**src/rtl/booth_pkg.sv**
```systemverilog
// ==== booth_pkg : shared Booth radix-4 digit codes, state type and legality check | rev 1.0 ====
`default_nettype none

package booth_pkg;

  localparam int DIGIT_W = 3;

  localparam logic [DIGIT_W-1:0] BOOTH_ZERO = 3'b000;
  localparam logic [DIGIT_W-1:0] BOOTH_P1   = 3'b001;
  localparam logic [DIGIT_W-1:0] BOOTH_P2   = 3'b010;
  localparam logic [DIGIT_W-1:0] BOOTH_M1   = 3'b101;
  localparam logic [DIGIT_W-1:0] BOOTH_M2   = 3'b110;

  typedef enum logic [1:0] {
    S_IDLE = 2'd0,
    S_RUN  = 2'd1,
    S_DONE = 2'd2
  } booth_state_e;

  function automatic logic is_legal_digit(input logic [DIGIT_W-1:0] code);
    return (code == BOOTH_ZERO) || (code == BOOTH_P1) || (code == BOOTH_P2) ||
           (code == BOOTH_M1)   || (code == BOOTH_M2);
  endfunction

endpackage

`default_nettype wire

```
**src/rtl/booth_digit_decode.sv**
```systemverilog
// ==== booth_digit_decode : maps one Booth digit and a multiplicand to its signed multiple | rev 1.0 ====
`default_nettype none

module booth_digit_decode
  import booth_pkg::*;
#(
  parameter int W = 40
) (
  input  logic [DIGIT_W-1:0] digit_i,
  input  logic signed [W-1:0] mcand_i,
  output logic signed [W-1:0] multiple_o,
  output logic               illegal_o
);

  // The caller supplies a multiplicand already sign-extended with headroom for the x2 case.
  always_comb begin
    multiple_o = '0;
    unique case (digit_i)
      BOOTH_ZERO: multiple_o = '0;
      BOOTH_P1:   multiple_o = mcand_i;
      BOOTH_P2:   multiple_o = mcand_i <<< 1;
      BOOTH_M1:   multiple_o = -mcand_i;
      BOOTH_M2:   multiple_o = -(mcand_i <<< 1);
      default:    multiple_o = '0;
    endcase
  end

  assign illegal_o = !is_legal_digit(digit_i);

endmodule

`default_nettype wire

```
**src/rtl/booth_pp_accumulator.sv**
```systemverilog
// ==== booth_pp_accumulator : MSB-first sequential accumulation of Booth radix-4 partial products | rev 1.0 ====
`default_nettype none

module booth_pp_accumulator
  import booth_pkg::*;
#(
  parameter int NUM_DIGITS = 12,
  parameter int MCAND_W    = 16
) (
  input  logic                                clk,
  input  logic                                rst_n,
  input  logic                                in_valid,
  output logic                                in_ready,
  input  logic [DIGIT_W*NUM_DIGITS-1:0]       digits,
  input  logic [MCAND_W-1:0]                  mcand,
  output logic                                out_valid,
  input  logic                                out_ready,
  output logic [2*NUM_DIGITS+MCAND_W-1:0]     product,
  output logic                                illegal_digit
);

  localparam int PROD_W = 2*NUM_DIGITS + MCAND_W;
  localparam int CNT_W  = (NUM_DIGITS > 1) ? $clog2(NUM_DIGITS) : 1;

  booth_state_e                       state_q, state_d;
  logic [DIGIT_W*NUM_DIGITS-1:0]      digits_q, digits_d;
  logic signed [PROD_W-1:0]           mcand_q, mcand_d;
  logic signed [PROD_W-1:0]           acc_q, acc_d;
  logic                               err_q, err_d;
  logic [CNT_W-1:0]                   cnt_q, cnt_d;
  logic                               out_valid_q, out_valid_d;

  logic [DIGIT_W-1:0]                 cur_digit;
  logic signed [PROD_W-1:0]           cur_multiple;
  logic                               cur_illegal;

  assign cur_digit = digits_q[DIGIT_W*int'(cnt_q) +: DIGIT_W];

  booth_digit_decode #(.W(PROD_W)) u_decode (
    .digit_i    (cur_digit),
    .mcand_i    (mcand_q),
    .multiple_o (cur_multiple),
    .illegal_o  (cur_illegal)
  );

  always_ff @(posedge clk or negedge rst_n) begin
    if (!rst_n) begin
      state_q     <= S_IDLE;
      digits_q    <= '0;
      mcand_q     <= '0;
      acc_q       <= '0;
      err_q       <= 1'b0;
      cnt_q       <= '0;
      out_valid_q <= 1'b0;
    end else begin
      state_q     <= state_d;
      digits_q    <= digits_d;
      mcand_q     <= mcand_d;
      acc_q       <= acc_d;
      err_q       <= err_d;
      cnt_q       <= cnt_d;
      out_valid_q <= out_valid_d;
    end
  end

  always_comb begin
    state_d     = state_q;
    digits_d    = digits_q;
    mcand_d     = mcand_q;
    acc_d       = acc_q;
    err_d       = err_q;
    cnt_d       = cnt_q;
    out_valid_d = out_valid_q;
    unique case (state_q)
      S_IDLE: begin
        if (in_valid) begin
          digits_d = digits;
          mcand_d  = {{(PROD_W-MCAND_W){mcand[MCAND_W-1]}}, mcand};
          acc_d    = '0;
          err_d    = 1'b0;
          cnt_d    = CNT_W'(NUM_DIGITS-1);
          state_d  = S_RUN;
        end
      end
      S_RUN: begin
        // Horner step: shift by one radix-4 position, then add this digit's multiple.
        acc_d = (acc_q <<< 2) + cur_multiple;
        err_d = err_q | cur_illegal;
        if (cnt_q == '0) begin
          state_d     = S_DONE;
          out_valid_d = 1'b1;
        end else begin
          cnt_d = cnt_q - 1'b1;
        end
      end
      S_DONE: begin
        if (out_ready) begin
          out_valid_d = 1'b0;
          state_d     = S_IDLE;
        end
      end
      default: state_d = S_IDLE;
    endcase
  end

  // Gated by rst_n so the block never advertises readiness while held in reset.
  assign in_ready      = (state_q == S_IDLE) && rst_n;
  assign out_valid     = out_valid_q;
  assign product       = acc_q;
  assign illegal_digit = err_q;

endmodule

`default_nettype wire

```
**config.mk**
```make
export PLATFORM = sky130hd
export DESIGN_NAME = booth_pp_accumulator
export DESIGN_NICKNAME = d
export VERILOG_FILES = /design/src/rtl/booth_pkg.sv /design/src/rtl/booth_digit_decode.sv /design/src/rtl/booth_pp_accumulator.sv
export SDC_FILE = /design/constraint.sdc
export NUM_CORES = 1
export LEC_CHECK = 0
export ABC_AREA = 1
export BUFFER_PORTS_ARGS = -buffer_cell sky130_fd_sc_hd__buf_2
export CORE_ASPECT_RATIO = 2
export CORE_MARGIN = 1.5
export CORE_UTILIZATION = 40
export DETAILED_ROUTE_END_ITERATION = 10
export MAX_ROUTING_LAYER = met4
export PLACE_DENSITY = 0.6
export SETUP_SLACK_MARGIN = 0.3
export SKIP_LAST_GASP = 1
export SLEW_MARGIN = 20
export SYNTH_ARGS = -nofsm -noshare
export SYNTH_HDL_FRONTEND = slang
export SYNTH_SLANG_ARGS = --single-unit
```
**constraint.sdc**
```tcl
create_clock -name clk -period 4.44 [get_ports clk]
set_input_delay 0.888 -clock clk [delete_from_list [all_inputs] [get_ports clk]]
set_output_delay 0.888 -clock clk [all_outputs]
set_load 0.005 [all_outputs]
```
==> flow_metrics.py, run 1 <==
metrics = {
    "placement": {
        "place_inst": 1449,
        "port_buffers": 98,
        "dp_hpwl_mm": 22.1,
        "gp_congestion": 0.981,
    },
    "global_routing": {
        "grt_max_degree": 68,
        "antenna_found_initial": 0,
        "grt_util_all_layers": 0.294,
        "use_met1": 0.240,
        "grt_util_met3": 0.0387,
        "top_usage_layer": "met2",
        "grt_pass1_vias": 8206,
        "met2_usage": 0.564,
        "grt_pass1_wl_mm": 42.0,
        "overflow": 0,
    },
    "setup_path": {
        "crit_required_ns": 4.74,
        "crit_path_start_kind": "flop",
        "path_max_fanout": 6,
        "end_kind": "flop",
        "path_class": "flop to flop",
        "worstPathArrival_ns": 4.33,
    },
    "synth": {
        "synth.most_common_cell": "nand2_1",
        "synth_flop_cell": "dfrtp_1",
        "ys_types": 51,
        "synthesis.nets": 1194,
        "synth_edf_count": 0,
        "synth_area_leader_cell": "dfrtp_1",
        "synthTopCellsByCount": "343 x nand2_1, 109 x nor2_1, 100 x dfrtp_1, 97 x inv_1, 92 x o21ai_0",
        "synth_area_um2": 7480,
        "yosysSeqAreaShare": 0.334,
        "synthTopCellsByArea": "dfrtp_1 33%, nand2_1 17%, ha_1 7.2%, o21ai_0 6.2%, a21oi_1 5.7%",
        "ys_ff_latch": 100,
        "syn_area_per_cell_um2": 6.84,
        "async_reset_ff_frac": 1.00,
        "synth_top_area_share": 0.334,
        "ys_warn_count": 0,
        "synthCells": 1094,
    },
    "timing": {
        "finalHoldViolCount": 0,
        "grt_setup_unrepaired": "true",
        "worstMarginPinSlew_ns": 0.951,
        "fin_skew_ns": 0.0104,
        "drv_slew": 0,
        "hold_ws_ns": 0.477,
        "fmax_mhz": 248,
        "min_period_over_period": 0.907,
        "setup_viol": 0,
        "period_minus_slack_ns": 4.03,
        "max_slew_margin": 0.365,
        "timing.setup.tns_ns": 0,
    },
    "final_layout": {
        "instances_no_fill": 1496,
        "drive_above_1_share": 0.318,
        "nFillCells": 1849,
        "postLayoutCoreUtil": 0.551,
        "areaGrowthSynthToFinish_pct": 34.7,
        "nets": 1375,
        "insertedDiodeCount": 0,
    },
    "die": {
        "die_x_um": 99.7,
        "placementRows": 70,
        "die_h_um": 196,
        "core_um2": 18300,
        "die_area_um2": 19600,
        "initial_core_util": 0.409,
        "io_pins": 99,
    },
    "clock_network": {
        "path_clk_slew_ns": 0.07,
        "cts.htree.levels": 3,
        "cts_num_sinks": 100,
        "cts_tree": "built",
        "clk_latency_ns": 0.36,
        "cts_buffer_depth": 2,
        "numCtsBuffers": 9,
        "cts-root-buf": "clkbuf_16",
    },
    "drt": {
        "vias_per_cell": 5.49,
        "wl_mm": 28.6,
        "drt-initial-drc-count": 383,
        "first_pass_iters": 5,
        "wl_per_cell_um": 19.1,
        "ant_nets": 0,
        "remaining_drc_errors": 0,
        "vias": 8209,
    },
    "run_status": {
        "outcome": "complete, no violations",
    },
    "hold_path": {
        "hp-class": "flop to flop",
    },
    "flow_run": {
        "cap_viol_max_count": 0,
    },
}
logic make-up (layout without fill, tap and decap cells):
| group | after synthesis | count (layout) | share of synthesized area |
|---|---|---|---|
| AO/OA/AOI/OAI | 246 | 246 | 0.186 |
| adder cells (fa/ha/maj) | 44 | 44 | 0.0746 |
| AND/OR/NAND/NOR | 548 | 549 | 0.306 |
| flip-flops | 100 | 100 | 0.334 |
| XOR/XNOR | 23 | 23 | 0.0269 |
| buffers and inverters | 133 | 318 | 0.0724 |
state kept, by name, summed over array words and instances (netlist names):
name and cells:
cnt_q 4, digits_q 36, illegal_digit 1, mcand_q 16
out_valid 1, product 40, state_q 2
cell usage in the layout (no fill, tap or decap), types with 6 or more instances in the layout:
master	instances
ha_2	6
nor2_2	23
o21ai_1	22
xor2_1	18
a21o_1	6
a21oi_2	33
ha_4	19
inv_2	13
a21oi_1	50
nand2_2	31
o21a_1	9
nor2_4	8
o21ai_2	8
buf_2	97
nor3_1	7
nand3_1	40
inv_1	87
o22ai_1	14
nor2_1	82
buf_4	93
dfrtp_1	99
nand3_2	6
ha_1	18
o21bai_1	7
o21ai_0	67
clkbuf_16	11
nand2_1	318
metal layers:
layer	routed length [um]	vias up
li1	-	3972
met2	15900	255
met1	8950	3835
met5	0	-
met4	2750	0
met3	930	147
final timing paths:
| check | from | end | slack (ns) | cells after the start |
|---|---|---|---|---|
| worst max-delay path | cnt_q[0]$_DFFE_PN0P_ | product[36]$_DFFE_PN0P_ | 0.41 | 24 |
| min in group asynchronous | rst_n | product[14]$_DFFE_PN0P_ | 0.68 | 2 |
| worst min-delay path | digits_q[16]$_DFFE_PN0P_ | digits_q[16]$_DFFE_PN0P_ | 0.48 | 2 |
| worst max register to register | cnt_q[0]$_DFFE_PN0P_ | product[36]$_DFFE_PN0P_ | 0.41 | 24 |
| worst min register to register | digits_q[16]$_DFFE_PN0P_ | digits_q[16]$_DFFE_PN0P_ | 0.48 | 2 |
| max in group asynchronous | rst_n | product[30]$_DFFE_PN0P_ | 2.57 | 3 |
critical path, cell delays in order (launching register included):
cell,delay [ns]
dfrtp_2,0.52
buf_12,0.15
o21ai_1,0.07
o22ai_1,0.17
nand2_1,0.08
and3_4,0.20
inv_1,0.06
ha_2,0.20
inv_2,0.06
nor2_4,0.21
buf_4,0.15
nand2_1,0.04
buf_4,0.18
buf_4,0.17
a21oi_2,0.15
ha_2,0.33
nand2_4,0.14
o21ai_1,0.11
buf_4,0.16
a21oi_1,0.18
o21a_1,0.19
nand3_4,0.12
a21oi_1,0.14
o21ai_1,0.09
nand2_1,0.07
cell type report:
type	instances	area [um^2]	share of cell area
multi-input combinational	862	5280	0.523
sequential	100	2500	0.248
timing repair buffer	199	1330	0.132
inverter	103	402	0.0398
tap	216	270	0.0268
clock buffer	11	243	0.0241
clock inverter	5	57.6	0.00571
through the flow:
step / cell area [um^2] / setup WS [ns]
floorplan: 7480 / 0.559
global placement: 8660 / -0.0645
detailed placement: 8660 / -0.104
CTS: 9070 / 0.302
global route: 10100 / 0.190
finish: 10100 / 0.412
what timing repair did:
item | in CTS | in global routing
buffers inserted | 7 | 21
hold buffers | 0 | 0
resized for setup | 19 | 212
gates cloned | 1 | 2
setup endpoints to repair | 27 | 29
pin swaps | 3 | 64
Power of run 1 is not shown: default switching activity piles up to over one toggle a cycle in this logic, so the estimate is an artifact.
==> run 2: changes to the inputs <==
--- a/config.mk
+++ b/config.mk
@@ -12,7 +12,7 @@
 export CORE_UTILIZATION = 40
 export DETAILED_ROUTE_END_ITERATION = 10
 export MAX_ROUTING_LAYER = met4
-export PLACE_DENSITY = 0.6
+export PLACE_DENSITY = 0.62
 export SETUP_SLACK_MARGIN = 0.3
 export SKIP_LAST_GASP = 1
 export SLEW_MARGIN = 20
==> constraint.sdc (replaced) <==
create_clock -name clk -period 3.5 [get_ports clk]
set_input_delay 0.7 -clock clk [delete_from_list [all_inputs] [get_ports clk]]
set_output_delay 0.7 -clock clk [all_outputs]
set_load 0.005 [all_outputs]
==> flow_metrics.py, run 2 (synthesis gave the netlist of run 1 again) <==
metrics = {
    "global_routing": {
        "grt_pass1_wl_mm": 45.1,
        "grt_max_degree": 68,
        "grt_pass1_vias": 8934,
        "overflow": 0,
        "grt_util_all_layers": 0.314,
        "antenna_found_initial": 0,
    },
    "power_and_ir_drop": {
        "finalPower_mw": 14.2,
        "ir_drop_mv": 0.766,
        "p_leak_nw": 5.54,
        "cellPowerDensity_nw_per_um2": 1270,
    },
    "final_layout": {
        "drive_above_1_share": 0.390,
        "final_common_cell": "nand2_1",
        "mostFrequentLayoutCells": "319 x nand2_1, 232 x buf_4, 99 x dfrtp_1",
        "insertedDiodeCount": 0,
        "areaGrowthSynthToFinish_pct": 49.6,
        "nets": 1517,
        "largest_reg_flops": 40,
        "instances_no_fill": 1638,
    },
    "setup_path": {
        "max_stage_delay_ns": 0.47,
        "critical_path.top_delay_family": "simple AND/OR/NAND/NOR gates",
        "r2r_slack_ns": -0.46,
        "worstPathArrival_ns": 4.17,
        "cp_slowest_cell": "dfrtp_2",
        "crit_required_ns": 3.71,
        "path_class": "flop to flop",
        "path_max_fanout": 6,
        "end_kind": "flop",
        "crit_path_start_kind": "flop",
        "path_buf_inv": 7,
    },
    "flow_run": {
        "cap_viol_max_count": 0,
    },
    "die": {
        "placementRows": 70,
        "core_um2": 18300,
        "die_area_um2": 19600,
        "die_x_um": 99.7,
        "initial_core_util": 0.409,
        "die_h_um": 196,
        "io_pins": 99,
    },
    "placement": {
        "preCtsSetupSlack_ns": -0.729,
        "gp_congestion": 0.963,
        "port_buffers": 98,
        "place_inst": 1595,
        "dp_hpwl_mm": 22.5,
    },
    "timing": {
        "worstMarginPinSlew_ns": 0.981,
        "fmax_mhz": 253,
        "fin_skew_ns": 0.0130,
        "finalHoldViolCount": 0,
        "drv_slew": 0,
        "hold_ws_ns": 0.153,
        "setup_slack_ns": -0.459,
        "min_period_over_period": 1.13,
        "max_slew_margin": 0.345,
        "period_minus_slack_ns": 3.96,
        "setup_viol": 35,
        "grt_setup_unrepaired": "true",
    },
    "drt": {
        "first_pass_iters": 6,
        "dr_wl_met2_mm": 16.3,
        "wl_mm": 29.3,
        "vias_per_cell": 5.30,
        "drt-initial-drc-count": 368,
        "remaining_drc_errors": 0,
        "ant_nets": 0,
        "wl_per_cell_um": 17.9,
        "wl_met3_um": 797,
        "top_layer": "met4",
        "wl_met1_mm": 9.58,
        "vias": 8683,
    },
    "clock_network": {
        "cts_buffer_depth": 2,
        "clk_latency_ns": 0.37,
        "ctsHoldBuffers": 0,
        "cts_tree": "built",
        "cts-root-buf": "clkbuf_16",
        "cts.htree.levels": 3,
        "path_clk_slew_ns": 0.08,
        "cts_num_sinks": 100,
        "numCtsBuffers": 9,
    },
    "run_status": {
        "outcome": "complete, but fails checks",
        "violations": "setup timing",
    },
    "hold_path": {
        "hp-class": "input port to async pin",
    },
}
## run 2: cell count changes in the layout (fill, tap and decap cells not counted), sizes merged
| cell | previous run | this run |
|---|---|---|
| buf | 197 | 341 |
| clkbuf | 13 | 10 |
| clkinv | 2 | 5 |
| bufinv | 1 | 0 |
| clkinvlp | 0 | 1 |
| inv | 105 | 104 |
| nor2 | 114 | 113 |
## run 2: metal layers
layer | up-vias | global-route usage
li1 | 4259 | -
met1 | 4019 | 0.275
met2 | 263 | 0.591
met3 | 142 | 0.0337
met4 | 0 | 0.242
met5 | - | -
## run 2: path summary, 6_finish.rpt
check	from	endpoint	cells after the start
min in group clk	digits_q[12]$_DFFE_PN0P_	digits_q[12]$_DFFE_PN0P_	2
worst min register to register	digits_q[12]$_DFFE_PN0P_	digits_q[12]$_DFFE_PN0P_	2
max in group asynchronous	rst_n	product[1]$_DFFE_PN0P_	2
worst max-delay path	cnt_q[0]$_DFFE_PN0P_	product[38]$_DFFE_PN0P_	25
worst min-delay path	rst_n	product[22]$_DFFE_PN0P_	1
worst max register to register	cnt_q[0]$_DFFE_PN0P_	product[38]$_DFFE_PN0P_	25
## run 2: report_power, final
part	internal (mW)	switching (mW)	total, mW
logic	5.05	5.92	11.0
clock network	0.510	0.512	1.02
registers	1.71	0.515	2.23
total	7.27	6.95	14.2
## run 2: final cells by class
| cell class | instances | area, um^2 |
|---|---|---|
| clock buffer | 10 | 239 |
| timing repair buffer | 341 | 2360 |
| timing repair inverter | 1 | 5.00 |
| clock inverter | 6 | 46.3 |
| sequential | 100 | 2500 |
| tap | 216 | 270 |
| multi-input combinational | 861 | 5370 |
| inverter | 103 | 402 |
| fill | 1708 | 7110 |
## run 2: what timing repair did
| action | in CTS | in global routing |
|---|---|---|
| setup endpoints to repair | 37 | 37 |
| cloned | 0 | 1 |
| buffers inserted | 21 | 5 |
| pin swaps | 40 | 16 |
| gates resized for setup | 177 | 52 |
## run 2: metrics by stage
stage / instance area, um^2 / utilization / TNS (ns)
finish: 11200 / 0.612 / -10.15
global route: 11200 / 0.612 / -16.34
CTS: 11000 / 0.599 / -5.92
detailed placement: 9800 / 0.535 / -16.62
global placement: 9800 / 0.535 / -15.91
floorplan: 7580 / - / -0.000328
(Power assumes the default switching activity.)
